File: src/rtl/ff_pkg.sv
// ff_pkg
// Shared definitions for the universal flip-flop bank: the 2-bit mode
// encoding used on the bank's mode select and by every per-bit cell.
//   MODE_D  (00) : q <= a
//   MODE_T  (01) : q <= q ^ a
//   MODE_SR (10) : a = S, b = R, S=R=1 holds and flags illegal
//   MODE_JK (11) : a = J, b = K, J=K=1 toggles
package ff_pkg;

  typedef enum logic [1:0] {
    MODE_D  = 2'b00,
    MODE_T  = 2'b01,
    MODE_SR = 2'b10,
    MODE_JK = 2'b11
  } mode_t;

endpackage

File: src/rtl/universal_ff_cell.sv
// universal_ff_cell
// Purely combinational next-state logic for one flip-flop bit of the bank.
// It holds no state; the bank owns the register and decides whether the
// value computed here is used (ld/en priority lives at bank level).
// Ports:
//   mode    in  2  mode select (see ff_pkg)
//   q       in  1  current registered value of this bit
//   a       in  1  D data / T toggle / S / J
//   b       in  1  R / K (unused in D and T modes)
//   next_q  out 1  value this bit takes if the bank applies a mode update
//   ill     out 1  this bit sees S=R=1 in SR mode
module universal_ff_cell
  import ff_pkg::*;
(
  input  logic [1:0] mode,
  input  logic       q,
  input  logic       a,
  input  logic       b,
  output logic       next_q,
  output logic       ill
);

  // S=R=1 is a defined hold-plus-flag case rather than an X source, so the
  // SR and JK tables differ only in their 11 row.
  always_comb begin
    next_q = q;
    ill    = 1'b0;
    case (mode_t'(mode))
      MODE_D:  next_q = a;
      MODE_T:  next_q = q ^ a;
      MODE_SR: begin
        case ({a, b})
          2'b01:   next_q = 1'b0;
          2'b10:   next_q = 1'b1;
          2'b11:   ill    = 1'b1;
          default: next_q = q;
        endcase
      end
      MODE_JK: begin
        case ({a, b})
          2'b01:   next_q = 1'b0;
          2'b10:   next_q = 1'b1;
          2'b11:   next_q = ~q;
          default: next_q = q;
        endcase
      end
      default: next_q = q;
    endcase
  end

endmodule

File: src/rtl/universal_ff_bank.sv
// universal_ff_bank
// WIDTH-bit bank of mode-selectable flip-flops (D/T/SR/JK) with a shared
// clock, asynchronous reset, clock enable, synchronous parallel load and
// accounting of illegal SR (S=R=1) events.
// Ports:
//   c              in  1      clock, rising edge
//   rs             in  1      asynchronous active-high reset
//   en             in  1      enable for mode-driven updates
//   mode           in  2      00=D 01=T 10=SR 11=JK
//   a              in  WIDTH  D / T / S / J per bit
//   b              in  WIDTH  R / K per bit
//   ld             in  1      synchronous parallel load (beats en)
//   ld_val         in  WIDTH  value loaded when ld=1
//   clr_err        in  1      synchronous clear of sticky flag and counter
//   q              out WIDTH  registered state
//   qb             out WIDTH  combinational ~q
//   illegal        out WIDTH  per-bit S=R=1 seen on the last enabled edge
//   illegal_sticky out 1      any illegal event since last clear/reset
//   err_cnt        out CNT_W  saturating count of edges with an illegal bit
module universal_ff_bank
  import ff_pkg::*;
#(
  parameter int                 WIDTH     = 8,
  parameter logic [WIDTH-1:0]   RESET_VAL = '0,
  parameter int                 CNT_W     = 4
) (
  input  logic             c,
  input  logic             rs,
  input  logic             en,
  input  logic [1:0]       mode,
  input  logic [WIDTH-1:0] a,
  input  logic [WIDTH-1:0] b,
  input  logic             ld,
  input  logic [WIDTH-1:0] ld_val,
  input  logic             clr_err,
  output logic [WIDTH-1:0] q,
  output logic [WIDTH-1:0] qb,
  output logic [WIDTH-1:0] illegal,
  output logic             illegal_sticky,
  output logic [CNT_W-1:0] err_cnt
);

  localparam logic [CNT_W-1:0] CNT_MAX = '1;
  localparam logic [CNT_W-1:0] CNT_ONE = CNT_W'(1);

  logic [WIDTH-1:0] cell_q;
  logic [WIDTH-1:0] cell_ill;
  logic [WIDTH-1:0] next_q;
  logic [WIDTH-1:0] next_ill;
  logic             any_ill;
  logic             next_sticky;
  logic [CNT_W-1:0] next_cnt;

  for (genvar i = 0; i < WIDTH; i++) begin : g_cell
    universal_ff_cell u_cell (
      .mode   (mode),
      .q      (q[i]),
      .a      (a[i]),
      .b      (b[i]),
      .next_q (cell_q[i]),
      .ill    (cell_ill[i])
    );
  end

  // Load beats enable beats hold. Only an enabled mode update may raise
  // illegal bits, so a load never feeds the error accounting.
  always_comb begin
    next_q   = q;
    next_ill = '0;
    if (ld) begin
      next_q = ld_val;
    end else if (en) begin
      next_q   = cell_q;
      next_ill = cell_ill;
    end
  end

  assign any_ill = |next_ill;

  // A new illegal event on the same edge as clr_err wins: the clear is
  // applied first and the event then counts as the first one.
  always_comb begin
    next_sticky = illegal_sticky;
    next_cnt    = err_cnt;
    if (any_ill) begin
      next_sticky = 1'b1;
      if (clr_err) begin
        next_cnt = CNT_ONE;
      end else if (err_cnt != CNT_MAX) begin
        next_cnt = err_cnt + CNT_ONE;
      end
    end else if (clr_err) begin
      next_sticky = 1'b0;
      next_cnt    = '0;
    end
  end

  always_ff @(posedge c or posedge rs) begin
    if (rs) begin
      q              <= RESET_VAL;
      illegal        <= '0;
      illegal_sticky <= 1'b0;
      err_cnt        <= '0;
    end else begin
      q              <= next_q;
      illegal        <= next_ill;
      illegal_sticky <= next_sticky;
      err_cnt        <= next_cnt;
    end
  end

  assign qb = ~q;

endmodule

File: config.mk
export PLATFORM = sky130hd
export DESIGN_NAME = universal_ff_bank
export DESIGN_NICKNAME = d
export VERILOG_FILES = /design/src/rtl/ff_pkg.sv /design/src/rtl/universal_ff_cell.sv /design/src/rtl/universal_ff_bank.sv
export SDC_FILE = /design/constraint.sdc
export NUM_CORES = 1
export LEC_CHECK = 0
export ABC_AREA = 1
export BUFFER_PORTS_ARGS = -buffer_cell sky130_fd_sc_hd__buf_2
export CORE_MARGIN = 5
export CORE_UTILIZATION = 25
export DETAILED_ROUTE_END_ITERATION = 10
export PLACE_DENSITY = 0.43
export SYNTH_ARGS = -nofsm -noshare
export SYNTH_HDL_FRONTEND = slang
export SYNTH_SLANG_ARGS = --single-unit
File: constraint.sdc
create_clock -name c -period 3.1 [get_ports c]
set_clock_uncertainty 0.15 [all_clocks]
set_input_delay 0.465 -clock c [delete_from_list [all_inputs] [get_ports c]]
set_output_delay 0.465 -clock c [all_outputs]
set_load 0.02 [all_outputs]
==> impl_metrics.env <==
export IMPL_end_kind="output port"
export IMPL_clock_path_buffers=2
export IMPL_netlist_area_leader_share_pct=32.7
export IMPL_yosys_area_share_simple_pct=22.4
export IMPL_syn_nets=250
export IMPL_cts_sinks=21
export IMPL_grt_pass1_vias=1629
export IMPL_rsz0062_at_grt="false"
export IMPL_async_reset_ff_share_pct=100
export IMPL_path_class="flip-flop to output port"
export IMPL_cts_htree_levels=1
export IMPL_insertion_delay_ns=0.26
export IMPL_slew_viol_final=0
export IMPL_p_leak_uw=0.00101
export IMPL_status="finished clean"
export IMPL_grt_max_degree=22
export IMPL_grt_use_met2_pct=18.3
export IMPL_netlist_instances=202
export IMPL_post_cts_resized=0
export IMPL_finalCriticalPeriod_ns=1.61
export IMPL_via_per_inst=4.67
export IMPL_cts_setup_buffers=0
export IMPL_synth_fa_ha_area_share_pct=13.3
export IMPL_synth_ff_type="dfrtp_1"
export IMPL_pin_count=60
export IMPL_layout_commonest_cell="buf_2"
export IMPL_worstPathCellList="inv_1 -> buf_2"
export IMPL_drc_errors=0
export IMPL_start_util_pct=25.4
export IMPL_worst_pin_slew_ns=0.880
export IMPL_place_congestion=0.755
export IMPL_cts_hold_buffers=0
export IMPL_peakVddDrop_mv=0.137
export IMPL_setup_viol=0
export IMPL_synth_compound_area_share_pct=18.9
export IMPL_worstPathMaxFanout=4
export IMPL_numCtsBuffers=3
export IMPL_grtUsageMet1_pct=16.3
export IMPL_cp_start_kind="flip-flop"
export IMPL_maxCapViolCount=0
export IMPL_area_growth_pct=20.7
export IMPL_tritoncts="yes"
export IMPL_arrival_ns=0.99
export IMPL_synth_edf_count=0
export IMPL_core_sq_mm=0.00631
export IMPL_clk_pin_slew_ns=0.09
export IMPL_syn_avg_cell_area_sq_um=7.95
export IMPL_placementRows=29
export IMPL_die_y_microns=90.1
export IMPL_grt_util_met3_pct=2.59
export IMPL_wl_per_cell_microns=13.6
export IMPL_vias=1532
export IMPL_maxSlewHeadroom_pct=41.2
export IMPL_yosys_area_top_type="dfrtp_1"
export IMPL_yosysUniqueCellTypes=23
export IMPL_min_path_type="primary input to async pin"
export IMPL_wl_mm=4.45
export IMPL_first_pass_iters=4
export IMPL_final_hold_viol_count=0
export IMPL_final_cell_mix="buf_2, nand2_1, o21ai_0"
export IMPL_die_area_sq_mm=0.00812
export IMPL_ys_warnings_count=0
export IMPL_synthXorXnorAreaFrac_pct=0.546
export IMPL_grtUsageTotal_pct=11.7
export IMPL_hpwl_mm=3.43
export IMPL_muxShareOfSynthArea_pct=0
export IMPL_busiest_layer="met2"
export IMPL_fin_crit_sh_pct=51.9
export IMPL_antenna_found_initial=0
export IMPL_synthTopCellsByArea="dfrtp_1, ha_1, o21ai_0"
export IMPL_drive_gt1_share_pct=29.5
export IMPL_ys_seq_elements=21
export IMPL_synth_area_sq_mm=0.00161
export IMPL_numPortBuffers=59
export IMPL_cts_root_buffer="clkbuf_8"
export IMPL_ant_nets=0
export IMPL_required_ns=2.48
export IMPL_fin_nets=300
export IMPL_tns_ns=0
export IMPL_synth_top_family_by_area="simple AND/OR/NAND/NOR gates"
export IMPL_gr_total_overflow=0
export IMPL_ys_seq_area_share_pct=32.7
export IMPL_p_total_uw=735
export IMPL_drtIter0Drc=50
export IMPL_n_antenna_cell=0
export IMPL_critPathMaxStageDelay_ns=0.43
export IMPL_fp_dieW_microns=90.1
export IMPL_grt_pass1_wl_mm=7.99
export IMPL_slowest_stage="dfrtp_1"
export IMPL_max_freq_mhz=622
export IMPL_power_density_mw_per_mm2=379
-- per-layer routing --
| metal | share of wire, % | routed length [microns] |
|---|---|---|
| met2 | 44 | 1960 |
| met1 | 47 | 2110 |
| met3 | 7.6 | 339 |
| met5 | 0 | 0 |
| met4 | 0.90 | 40 |
-- sequential cells by signal (all words and copies together), names as in the netlist --
signal / count
illegal: 8
illegal_sticky: 1
q: 8
err_cnt: 4
-- through the flow --
step / cell area [sq um] / instances / setup WS (ns) / utilization (%) / hold slack, ns
after floorplan: 1610 / 202 / 1.58 / - / 0.292
after global placement: 1890 / 324 / 1.25 / 30.0 / 0.360
after detailed placement: 1890 / 324 / 1.23 / 30.0 / 0.356
after CTS: 1940 / 328 / 1.49 / 30.7 / 0.264
after global routing: 1940 / 328 / 1.37 / 30.7 / 0.336
final: 1940 / 328 / 1.49 / 30.7 / 0.223
-- synthesized netlist by cell type, types with 2 or more instances --
library cell and count:
nand2_1 24, o21ai_0 24, dfrtp_1 21, inv_1 20, nor2_1 18, ha_1 17
nand3_1 14, a21oi_1 10, buf_4 9, a31oi_1 8, nand3b_1 8, o22ai_1 8
buf_2 3, nor2_2 3, a21oi_2 2, buf_6 2, inv_2 2, nand2_4 2
nand4_1 2, o211ai_1 2
-- area by class of cell --
cell class / instances / area, sq um
Clock buffer: 3 / 41.3
Clock inverter: 1 / 5.00
Fill cell: 724 / 4380
Inverter: 23 / 91.3
Multi-Input combinational cell: 144 / 883
Sequential cell: 21 / 526
Tap cell: 77 / 96.3
Timing Repair Buffer: 59 / 295
-- worst max-delay path: cells and delay by family, from the launching register on --
kind / cells / cell delay (ns)
buffers and inverters: 2 / 0.30
DFF: 1 / 0.43
-- cells by family after synthesis --
kind of cell | Yosys count
buf+inv | 37
xor+xnor | 1
compound gates | 54
fa+ha+maj | 17
flops | 21
simple gates | 72
-- report_power, final --
part           switching, uW  total [uW]  leakage, uW  internal (uW)
sequential              20.0         314     0.000274            294
clock                    100         190    0.0000255           89.7
combinational            151         232     0.000715           80.3
total                    271         735      0.00101            464
-- final timing paths --
check / startpoint / endpoint / slack, ns / cells after the start
worst max-delay path: q[2] / qb[2] / 1.49 / 2
worst min-delay path: rs / err_cnt[2] / 0.22 / 2
worst max register to register: err_cnt[0] / err_cnt[3] / 1.74 / 7
worst min register to register: illegal_sticky / illegal_sticky / 0.36 / 2
max in group asynchronous: rs / q[6] / 2.04 / 2
min in group c: ld_val[0] / q[0] / 0.34 / 3
Note: power is estimated with default switching activity, not from simulation.
